`src/rtl/serial_frame_rx_pkg.sv`:
```
`default_nettype none
// ============================================================================
// Module      : serial_frame_rx_pkg
// Description : Shared definitions for the 3-wire serial byte link
//               (cs/sclk/sdio). Each wire byte is one flag bit followed by
//               eight data bits, MSB first. This package also defines the
//               receiver state encoding.
// Revision    : 1.0  initial release
// ============================================================================
package serial_frame_rx_pkg;

  // Bits on the wire per byte: one flag bit plus the data bits
  localparam int BITS_PER_BYTE = 9;
  localparam int DATA_BITS     = BITS_PER_BYTE - 1;

  // Flag values: 0 opens a frame, 1 continues it
  localparam logic FLAG_FIRST = 1'b0;
  localparam logic FLAG_CONT  = 1'b1;

  typedef enum logic [1:0] {
    ST_IDLE  = 2'd0,
    ST_FLAG  = 2'd1,
    ST_DATA  = 2'd2,
    ST_ABORT = 2'd3
  } rx_state_e;

endpackage : serial_frame_rx_pkg
`default_nettype wire

```
`src/rtl/serial_frame_rx_if.sv`:
```
`default_nettype none
// ============================================================================
// Module      : serial_frame_rx_if
// Description : Link wires plus the received-byte interface of the serial
//               frame receiver.
//               master : link driver, consumes received bytes and strobes
//               slave  : the receiver
// Ports       : cs, sclk, sdio        link wires (async to the system clock)
//               data_8, data_valid    last received byte and its 1-cycle strobe
//               first_byte            flag of that byte was "first"
//               byte_cnt              bytes accepted in the current frame
//               frame_done, frame_err 1-cycle frame end / framing-error strobes
// Revision    : 1.0  initial release
// ============================================================================
interface serial_frame_rx_if #(
  parameter int CNT_W = 4
);
  logic             cs;
  logic             sclk;
  logic             sdio;
  logic [7:0]       data_8;
  logic             data_valid;
  logic             first_byte;
  logic [CNT_W-1:0] byte_cnt;
  logic             frame_done;
  logic             frame_err;

  modport master (
    output cs, sclk, sdio,
    input  data_8, data_valid, first_byte, byte_cnt, frame_done, frame_err
  );

  modport slave (
    input  cs, sclk, sdio,
    output data_8, data_valid, first_byte, byte_cnt, frame_done, frame_err
  );
endinterface : serial_frame_rx_if
`default_nettype wire

```
`src/rtl/serial_frame_rx_sync_edge_det.sv`:
```
`default_nettype none
// ============================================================================
// Module      : serial_frame_rx_sync_edge_det
// Description : STAGES-deep synchroniser for one asynchronous input, with
//               rise/fall strobes derived from the synchronised copy.
// Ports       : clk, rst_n  system clock, async active-low reset
//               din          asynchronous input
//               sync         synchronised level
//               rise, fall   1-cycle edge strobes on the synchronised level
// Revision    : 1.0  initial release
// ============================================================================
module serial_frame_rx_sync_edge_det #(
  parameter int STAGES = 2   // must be >= 2
) (
  input  logic clk,
  input  logic rst_n,
  input  logic din,
  output logic sync,
  output logic rise,
  output logic fall
);

  logic [STAGES-1:0] r_chain;
  logic              r_prev;

  // Reset to 0: a cs that is already low when reset releases produces no
  // falling edge, so a frame cut by reset is ignored until cs cycles.
  always_ff @(posedge clk or negedge rst_n) begin
    if (!rst_n) begin
      r_chain <= '0;
      r_prev  <= 1'b0;
    end else begin
      r_chain <= {r_chain[STAGES-2:0], din};
      r_prev  <= r_chain[STAGES-1];
    end
  end

  assign sync = r_chain[STAGES-1];
  assign rise = r_chain[STAGES-1] & ~r_prev;
  assign fall = ~r_chain[STAGES-1] & r_prev;

endmodule : serial_frame_rx_sync_edge_det
`default_nettype wire

```
`src/rtl/serial_frame_rx.sv`:
```
`default_nettype none
// ============================================================================
// Module      : serial_frame_rx
// Description : Receive end of the 3-wire serial byte link. Oversamples
//               cs/sclk/sdio on clk, deserialises 9-bit wire bytes (flag +
//               8 data bits MSB first), checks framing and presents each byte
//               as a 1-cycle strobe.
// Ports       : clk    system clock, at least 4x the sclk frequency
//               rst_n  asynchronous reset, active low
//               link   serial_frame_rx_if.slave (link wires + byte outputs)
// Revision    : 1.0  initial release
// ============================================================================
module serial_frame_rx
  import serial_frame_rx_pkg::*;
#(
  parameter int SYNC_STAGES = 2,  // synchroniser depth, minimum 2
  parameter int CNT_W       = 4   // byte counter width, saturating
) (
  input  logic                 clk,
  input  logic                 rst_n,
  serial_frame_rx_if.slave     link
);

  logic w_cs_sync, w_cs_rise, w_cs_fall;
  logic w_sclk_sync, w_sclk_rise, w_sclk_fall;
  logic w_unused;

  serial_frame_rx_sync_edge_det #(.STAGES(SYNC_STAGES)) u_cs_sync (
    .clk  (clk),
    .rst_n(rst_n),
    .din  (link.cs),
    .sync (w_cs_sync),
    .rise (w_cs_rise),
    .fall (w_cs_fall)
  );

  serial_frame_rx_sync_edge_det #(.STAGES(SYNC_STAGES)) u_sclk_sync (
    .clk  (clk),
    .rst_n(rst_n),
    .din  (link.sclk),
    .sync (w_sclk_sync),
    .rise (w_sclk_rise),
    .fall (w_sclk_fall)
  );

  assign w_unused = w_sclk_sync ^ w_sclk_fall;

  // sdio goes through a chain of identical depth so the sampled bit lines up
  // with the detected sclk rising edge.
  logic [SYNC_STAGES-1:0] r_sdio_sync;
  logic                   w_sdio;

  always_ff @(posedge clk or negedge rst_n) begin
    if (!rst_n) r_sdio_sync <= '0;
    else        r_sdio_sync <= {r_sdio_sync[SYNC_STAGES-2:0], link.sdio};
  end

  assign w_sdio = r_sdio_sync[SYNC_STAGES-1];

  // A bit is taken while cs was low up to this cycle; this also accepts an
  // sclk rise that lands in the same synchronised cycle as the cs rise, so a
  // final bit coinciding with cs deassertion still completes its byte.
  logic w_sample;
  assign w_sample = w_sclk_rise & (~w_cs_sync | w_cs_rise);

  rx_state_e        r_state, w_state_nx;
  logic [3:0]       r_bit_cnt, w_bit_cnt_nx;
  logic [7:0]       r_shift, w_shift_nx;
  logic             r_flag, w_flag_nx;
  logic [7:0]       r_data, w_data_nx;
  logic             r_first, w_first_nx;
  logic [CNT_W-1:0] r_byte_cnt, w_byte_cnt_nx;
  logic             r_valid, w_valid_nx;
  logic             r_done, w_done_nx;
  logic             r_err, w_err_nx;

  always_comb begin
    w_state_nx    = r_state;
    w_bit_cnt_nx  = r_bit_cnt;
    w_shift_nx    = r_shift;
    w_flag_nx     = r_flag;
    w_data_nx     = r_data;
    w_first_nx    = r_first;
    w_byte_cnt_nx = r_byte_cnt;
    w_valid_nx    = 1'b0;
    w_done_nx     = 1'b0;
    w_err_nx      = 1'b0;

    case (r_state)
      ST_IDLE: begin
        if (w_cs_fall) begin
          w_state_nx    = ST_FLAG;
          w_bit_cnt_nx  = '0;
          w_byte_cnt_nx = '0;
        end
      end

      ST_FLAG: begin
        // cs is checked as a level so a frame whose last bit coincided with
        // the cs rise reports done one cycle after its byte.
        if (w_cs_sync) begin
          w_state_nx = ST_IDLE;
          if (w_sample)                w_err_nx  = 1'b1;
          else if (r_byte_cnt != '0)   w_done_nx = 1'b1;
        end else if (w_sample) begin
          if ((w_sdio == FLAG_CONT  && r_byte_cnt == '0) ||
              (w_sdio == FLAG_FIRST && r_byte_cnt != '0)) begin
            w_err_nx   = 1'b1;
            w_state_nx = ST_ABORT;
          end else begin
            w_flag_nx    = w_sdio;
            w_bit_cnt_nx = '0;
            w_state_nx   = ST_DATA;
          end
        end
      end

      ST_DATA: begin
        if (w_sample && r_bit_cnt == 4'(DATA_BITS - 1)) begin
          w_data_nx    = {r_shift[6:0], w_sdio};
          w_first_nx   = (r_flag == FLAG_FIRST);
          w_valid_nx   = 1'b1;
          w_bit_cnt_nx = '0;
          w_state_nx   = ST_FLAG;
          if (r_byte_cnt != '1) w_byte_cnt_nx = r_byte_cnt + 1'b1;
        end else if (w_cs_sync) begin
          w_err_nx   = 1'b1;
          w_state_nx = ST_IDLE;
        end else if (w_sample) begin
          w_shift_nx   = {r_shift[6:0], w_sdio};
          w_bit_cnt_nx = r_bit_cnt + 4'd1;
        end
      end

      ST_ABORT: begin
        if (w_cs_sync) w_state_nx = ST_IDLE;
      end

      default: w_state_nx = ST_IDLE;
    endcase
  end

  always_ff @(posedge clk or negedge rst_n) begin
    if (!rst_n) begin
      r_state    <= ST_IDLE;
      r_bit_cnt  <= '0;
      r_shift    <= '0;
      r_flag     <= 1'b0;
      r_data     <= '0;
      r_first    <= 1'b0;
      r_byte_cnt <= '0;
      r_valid    <= 1'b0;
      r_done     <= 1'b0;
      r_err      <= 1'b0;
    end else begin
      r_state    <= w_state_nx;
      r_bit_cnt  <= w_bit_cnt_nx;
      r_shift    <= w_shift_nx;
      r_flag     <= w_flag_nx;
      r_data     <= w_data_nx;
      r_first    <= w_first_nx;
      r_byte_cnt <= w_byte_cnt_nx;
      r_valid    <= w_valid_nx;
      r_done     <= w_done_nx;
      r_err      <= w_err_nx;
    end
  end

  assign link.data_8     = r_data;
  assign link.data_valid = r_valid;
  assign link.first_byte = r_first;
  assign link.byte_cnt   = r_byte_cnt;
  assign link.frame_done = r_done;
  assign link.frame_err  = r_err;

endmodule : serial_frame_rx
`default_nettype wire

```
`src/flat_wrapper.sv`:
```
// flat-port wrapper written by rule: the top's interface ports become plain ports
module serial_frame_rx_flat import serial_frame_rx_pkg::*;
#(
  parameter int SYNC_STAGES = 2,                                  
  parameter int CNT_W       = 4                                    
)
  (clk, rst_n, link_cs, link_sclk, link_sdio, link_data_8, link_data_valid, link_first_byte, link_byte_cnt, link_frame_done, link_frame_err);
  serial_frame_rx_if #(.CNT_W(CNT_W)) link_i ();
  input  logic clk;
  input  logic rst_n;
  input wire logic [$bits(link_i.cs)-1:0] link_cs;
  input wire logic [$bits(link_i.sclk)-1:0] link_sclk;
  input wire logic [$bits(link_i.sdio)-1:0] link_sdio;
  output wire logic [$bits(link_i.data_8)-1:0] link_data_8;
  output wire logic [$bits(link_i.data_valid)-1:0] link_data_valid;
  output wire logic [$bits(link_i.first_byte)-1:0] link_first_byte;
  output wire logic [$bits(link_i.byte_cnt)-1:0] link_byte_cnt;
  output wire logic [$bits(link_i.frame_done)-1:0] link_frame_done;
  output wire logic [$bits(link_i.frame_err)-1:0] link_frame_err;
  assign link_i.cs = link_cs;
  assign link_i.sclk = link_sclk;
  assign link_i.sdio = link_sdio;
  assign link_data_8 = link_i.data_8;
  assign link_data_valid = link_i.data_valid;
  assign link_first_byte = link_i.first_byte;
  assign link_byte_cnt = link_i.byte_cnt;
  assign link_frame_done = link_i.frame_done;
  assign link_frame_err = link_i.frame_err;
  serial_frame_rx #(.SYNC_STAGES(SYNC_STAGES), .CNT_W(CNT_W)) u_core (.clk(clk), .rst_n(rst_n), .link(link_i));
endmodule
```
`config.mk`:
```
export PLATFORM = sky130hd
export DESIGN_NAME = serial_frame_rx_flat
export DESIGN_NICKNAME = d
export VERILOG_FILES = /design/src/rtl/serial_frame_rx_pkg.sv /design/src/rtl/serial_frame_rx_if.sv /design/src/rtl/serial_frame_rx_sync_edge_det.sv /design/src/rtl/serial_frame_rx.sv /design/src/flat_wrapper.sv
export SDC_FILE = /design/constraint.sdc
export NUM_CORES = 1
export LEC_CHECK = 0
export ABC_CLOCK_PERIOD_IN_PS = 3500
export CAP_MARGIN = 40
export CORE_ASPECT_RATIO = 0.75
export CORE_MARGIN = 10
export CORE_UTILIZATION = 59
export DETAILED_ROUTE_END_ITERATION = 8
export PLACE_DENSITY = 0.84
export SYNTH_ARGS = -nofsm -noshare
export SYNTH_HDL_FRONTEND = slang
export SYNTH_HIERARCHICAL = 1
export SYNTH_SLANG_ARGS = --single-unit
```
`constraint.sdc`:
```
create_clock -name clk -period 3.5 [get_ports clk]
set_input_delay 0.7 -clock clk [delete_from_list [all_inputs] [get_ports clk]]
set_output_delay 0.7 -clock clk [all_outputs]
set_load 0.1 [all_outputs]
```
==> run metrics, run 1 <==
Psw=0.000382 W; cts hold-fix bufs=0; Layout Skew=0.00402 ns; Final ANT Viol Nets=0; hold_ws=0.359 ns; Initial Util=0.607; max-cap violations=0; global-route wire length before repair=6.46 mm; clock tree buffer depth=2; Tot Pwr=0.00127 W; fmax=435 MHz; P&R area growth vs syn=31.4%; Final nets=197; Final setup viols=0; Req. time, crit path=3.67 ns; power per cell area=553 nW/µm²; Detailed Routing Iterations Pass 1=4; Final WS setup=1.20 ns; Peak VDD IR=374 µV; Slew @ Worst Pin=0.648 ns; Int Pwr=0.000893 W; Post-Synthesis Cells=148; Ant. Diodes=0; YS warnings=6; filler instances=176; IO buf count=20; dpl hpwl=2.63 mm; synthesized area=1760 µm²; Clock Pin Slew Worst Setup and Hold Paths=0.07 ns; Tot GR Track Use=0.140; Die W=83.0 µm; Via Count=1308; Clk pwr share=0.353; vias per std cell=5.87; Seq pwr share=0.385; Combinational Power Share=0.262; CP max stage delay=0.67 ns; Post-CTS Setup Repair Bufs=0; Die ar.=5580 µm²; Fin. Hold Viols=0; Worst Setup Start Kind=flop; Syn Area/Cell=11.9 µm²; crit path max fanout=16; total routed wirelength=3.77 mm; Iter 0 DRT Violations=103; crit path cell chain=nor2b_1 > nand2b_1 > and2_1 > nand2_1 > mux2_1; Setup TNS Final=0 ns; vias in the first global route=1374; Leak=1.10 nW; worst slack, placed=1.26 ns; number of buffers created by CTS=5; initial antenna violation count=0; Die Ht=67.2 µm; global placer's final weighted congestion=0.821; WL/cell=16.9 µm; Ports=21; RSZ-0062 raised after global routing=no; largest net degree at the start of global routing=39; clock sink count=38; slowest CP cell=dfrtp_1; H-tree depth=2; crit path kind=reg -> reg; Congestion Overflow GR=0; CP endpoint kind=flop; fin crit share=0.657; Hold WC Path Type=reg -> reg; worst skew pair latency=0.28 ns; status=finished clean; clock root buffer=clkbuf_8; Max-slew headroom=0.567; CP arrival=2.47 ns; Post-Syn Nets=161; layout cells sized above 1=0.238; Period minus WS final=2.30 ns; switching share of total power=0.300; CTS tree=done; Core Footprint=2890 µm²; Cell Rows=17; fin. max-slew vios=0; DRC viols=0; CTS resizes=0
-- final cells by class --
class / instances / area (µm²) / area share
inverters: 8 / 30.0 / 0.0130
clock inverters: 2 / 60.1 / 0.0260
repair buffers: 33 / 378 / 0.164
clock buffers: 6 / 82.6 / 0.0358
well taps: 38 / 47.5 / 0.0206
flip-flops and latches: 38 / 951 / 0.412
multi-input cells: 98 / 758 / 0.329
-- worst max-delay path: cells and delay by family, from the launching register on --
family	cells	cell delay [ns]
simple gates	4	1.09
flops	1	0.67
mux	1	0.43
-- power groups by stage --
stage	Combinational, W	Clock (W)	Sequential [W]
2_1_floorplan	0.000230	0	0.000503
3_3_place_gp	0.000297	0	0.000495
3_5_place_dp	0.000316	0	0.000500
4_1_cts	0.000327	0.000455	0.000492
5_1_grt	0.000373	0.000472	0.000496
6_report	0.000334	0.000450	0.000491
-- final timing paths --
path,from,end,slack [ns],depth (start not counted)
setup / recovery,u_core/u_cs_sync/r_chain[1]$_DFF_PN0_,u_core/link.data_8[7]$_DFFE_PN0P_,1.20,5
hold / removal,u_core/u_cs_sync/r_chain[0]$_DFF_PN0_,u_core/u_cs_sync/r_chain[1]$_DFF_PN0_,0.36,0
setup reg to reg,u_core/u_cs_sync/r_chain[1]$_DFF_PN0_,u_core/link.data_8[7]$_DFFE_PN0P_,1.20,5
hold reg to reg,u_core/u_cs_sync/r_chain[0]$_DFF_PN0_,u_core/u_cs_sync/r_chain[1]$_DFF_PN0_,0.36,0
max in group asynchronous,rst_n,u_core/u_sclk_sync/r_chain[0]$_DFF_PN0_,2.34,2
min in group asynchronous,rst_n,u_core/r_shift[6]$_DFFE_PN0P_,0.83,2
-- per-stage QoR --
| stage | instances | util | area [µm²] |
|---|---|---|---|
| finish | 223 | 0.798 | 2310 |
| CTS | 223 | 0.798 | 2310 |
| detailed placement | 215 | 0.748 | 2160 |
| floorplan | 148 | - | 1760 |
| global route | 223 | 0.798 | 2310 |
| global placement | 203 | 0.686 | 1980 |
-- layout by cell type (no fill, tap or decap), types with 2 or more instances in the layout --
| cell type | n |
|---|---|
| clkbuf_8 | 6 |
| o21ai_0 | 7 |
| mux2i_1 | 3 |
| nor2b_1 | 5 |
| buf_8 | 12 |
| dfrtp_1 | 38 |
| a21oi_1 | 5 |
| mux2_2 | 15 |
| o211ai_1 | 2 |
| nand2b_1 | 5 |
| nor2_1 | 7 |
| nand3b_1 | 3 |
| a22o_1 | 3 |
| nand3_1 | 4 |
| nand2_1 | 11 |
| ha_1 | 8 |
| buf_4 | 5 |
| inv_1 | 8 |
| clkdlybuf4s50_1 | 16 |
| bufinv_16 | 2 |
| nand4_1 | 2 |
-- registers in the layout (all words and copies together) (netlist names) --
name                        cells
u_core/link.data_8              8
u_core/u_sclk_sync/r_chain      2
u_core/link.byte_cnt            4
u_core/r_bit_cnt                4
u_core/u_cs_sync/r_prev         1
u_core/r_state                  2
u_core/link.data_valid          1
u_core/r_flag                   1
u_core/link.frame_err           1
u_core/u_cs_sync/r_chain        2
u_core/u_sclk_sync/r_prev       1
u_core/link.first_byte          1
u_core/r_sdio_sync              2
u_core/link.frame_done          1
u_core/r_shift                  7
-- metal layers --
layer | global-route usage | vias up | share of wire
met5 | 0 | - | 0
met4 | 0.0593 | 0 | 0.019
met3 | 0.0457 | 10 | 0.080
met2 | 0.232 | 67 | 0.48
met1 | 0.167 | 641 | 0.42
li1 | - | 590 | -
No activity file was read; power rests on OpenSTA's default activity.
==> inputs of run 2 (changes only) <==
--- a/config.mk
+++ b/config.mk
@@ -5,13 +5,13 @@
 export SDC_FILE = /design/constraint.sdc
 export NUM_CORES = 1
 export LEC_CHECK = 0
-export ABC_CLOCK_PERIOD_IN_PS = 3500
+export ABC_CLOCK_PERIOD_IN_PS = 2340
 export CAP_MARGIN = 40
 export CORE_ASPECT_RATIO = 0.75
 export CORE_MARGIN = 10
-export CORE_UTILIZATION = 59
+export CORE_UTILIZATION = 54
 export DETAILED_ROUTE_END_ITERATION = 8
-export PLACE_DENSITY = 0.84
+export PLACE_DENSITY = 0.78
 export SYNTH_ARGS = -nofsm -noshare
 export SYNTH_HDL_FRONTEND = slang
 export SYNTH_HIERARCHICAL = 1
==> constraint.sdc (replaced) <==
create_clock -name clk -period 2.34 [get_ports clk]
set_input_delay 0.468 -clock clk [delete_from_list [all_inputs] [get_ports clk]]
set_output_delay 0.468 -clock clk [all_outputs]
set_load 0.1 [all_outputs]
==> run 2 against run 1 <==
Effect of this change:
- combinational power increased by 46%
- sequential cell count unchanged
- largest power group unchanged
- non-clock buffer count decreased by 9
- via count decreased by 8.3%
- critical path depth increased by 2
- first-iteration DRC count decreased by 11%
- maximum frequency increased by 18%
- wire length decreased by 7.8%
- clock-buffer cell count increased by 1
==> run metrics, run 2 (synthesized netlist as in run 1, its figures left out) <==
status=finished clean; Via Count=1199; Hold WC Path Type=in -> async; CTS tree=done; Congestion Overflow GR=0; Final WS setup=0.390 ns; Req. time, crit path=2.52 ns; Ant. Diodes=0; Final setup viols=0; worst skew pair latency=0.28 ns; Worst Setup Start Kind=flop; Tot Pwr=0.00167 W; Initial Util=0.581; H-tree depth=2; Tot GR Track Use=0.121; Iter 0 DRT Violations=92; CP max stage delay=0.43 ns; fin. max-slew vios=0; total routed wirelength=3.47 mm; finished layout cell area=2070 µm²; layout cells sized above 1=0.278; global-route wire length before repair=5.91 mm; Layout Skew=0.00523 ns; commonest non-fill, non-tap cell in the layout=dfrtp_1; Max-slew headroom=0.463; initial antenna violation count=0; crit path kind=reg -> reg; worst r2r dst=u_core/r_bit_cnt[0]$_DFFE_PN0P_; placed cell areas=1970 µm²; cts hold-fix bufs=0; DRC viols=0; Final ANT Viol Nets=0; Leak=1.03 nW; WL/cell=16.2 µm; dpl hpwl=2.56 mm; Die Ht=69.4 µm; crit path cell chain=inv_1 > ha_1 > nor3b_4 > xnor2_2 > a211oi_4 > nand2_1 > a22o_1; vias per std cell=5.60; clock tree buffer depth=2; worst slack, placed=0.411 ns; clock root buffer=clkbuf_8; RR Startpoint=u_core/link.byte_cnt[0]$_DFFE_PN0P_; fmax=513 MHz; fin crit share=0.833; Core Util, Final=0.684; commonest non-fill, non-tap cells in the layout=dfrtp_1 (36), buf_4 (20), mux2_2 (15), nand2_1 (11); R2R depth=7; Setup TNS Final=0 ns; max-cap violations=0; slowest CP cell=dfrtp_2; Detailed Routing Iterations Pass 1=4; power per cell area=808 nW/µm²; Ports=21; flop-to-flop setup slack=0.39 ns; global placer's final weighted congestion=0.905; Clock Pin Slew Worst Setup and Hold Paths=0.07 ns; CP endpoint kind=flop; Die W=85.8 µm; Cell Rows=17; CTS resizes=0; CP arrival=2.13 ns; Core Footprint=3020 µm²; RSZ-0062 raised after global routing=no; IO buf count=20; crit path max fanout=6; Post-CTS Setup Repair Bufs=0; max FFs per register=8; largest net degree at the start of global routing=39; clock sink count=38; Period minus WS final=1.95 ns; Slew @ Worst Pin=0.805 ns; Peak VDD IR=645 µV; number of buffers created by CTS=5; Die ar.=5950 µm²; P&R area growth vs syn=17.7%; Final nets=188; vias in the first global route=1191; Fin. Hold Viols=0
==> run 2: changes by cell type in the layout (fill, tap and decap cells not counted), moves of 2 or more <==
cell	change
buf_4	+15
buf_8	-12
bufinv_16	-2
clkdlybuf4s50_1	-13
dfrtp_1	-2
dfrtp_2	+2
==> run 2: final cells by class <==
type / instances / area [µm²]
Timing Repair Buffer: 24 / 185
Inverter: 8 / 30.0
Tap cell: 38 / 47.5
Clock buffer: 7 / 86.3
Multi-Input combinational cell: 98 / 758
Sequential cell: 38 / 953
Clock inverter: 1 / 5.00
Fill cell: 223 / 955
==> run 2: power breakdown <==
part	internal, W	switching [W]
logic	0.000180	0.000310
registers	0.000697	0.0000331
clock network	0.000237	0.000212
total	0.00111	0.000555
==> run 2: how the worst max path moves through the flow <==
stage                                              from                                   to  slack (ns)
floorplan           u_core/link.byte_cnt[2]$_DFFE_PN0P_      u_core/r_bit_cnt[0]$_DFFE_PN0P_        0.24
global placement    u_core/link.byte_cnt[0]$_DFFE_PN0P_      u_core/r_bit_cnt[0]$_DFFE_PN0P_        0.44
detailed placement  u_core/link.byte_cnt[0]$_DFFE_PN0P_      u_core/r_bit_cnt[0]$_DFFE_PN0P_        0.41
CTS                 u_core/link.byte_cnt[0]$_DFFE_PN0P_      u_core/r_bit_cnt[0]$_DFFE_PN0P_        0.40
global route              u_core/r_state[0]$_DFFE_PN0P_  u_core/link.byte_cnt[0]$_DFFE_PN0P_        0.28
finish              u_core/link.byte_cnt[0]$_DFFE_PN0P_      u_core/r_bit_cnt[0]$_DFFE_PN0P_        0.39
==> run 2: metrics by stage <==
stage                     cells  hold WS (ns)
after detailed placement    206         0.342
after floorplan             148         0.172
after CTS                   214         0.302
after global routing        214         0.338
final                       214         0.276
after global placement      206         0.333
==> run 2: per-layer routing <==
layer	global-route usage	part of all wire	vias to the layer above
met5	0	0	-
met4	0.0417	0.0055	0
met3	0.0562	0.073	4
met2	0.166	0.45	46
met1	0.162	0.47	574
li1	-	-	575
==> run 2: worst max-delay path: cells and delay by family, from the launching register on <==
kind	cells	cell delay, ns
buffers and inverters	1	0.06
adders and majority gates	1	0.14
xor gates and xnor gates	1	0.16
DFF	1	0.43
and+or+nand+nor	2	0.44
AOI/OAI and AO/OA	2	0.61
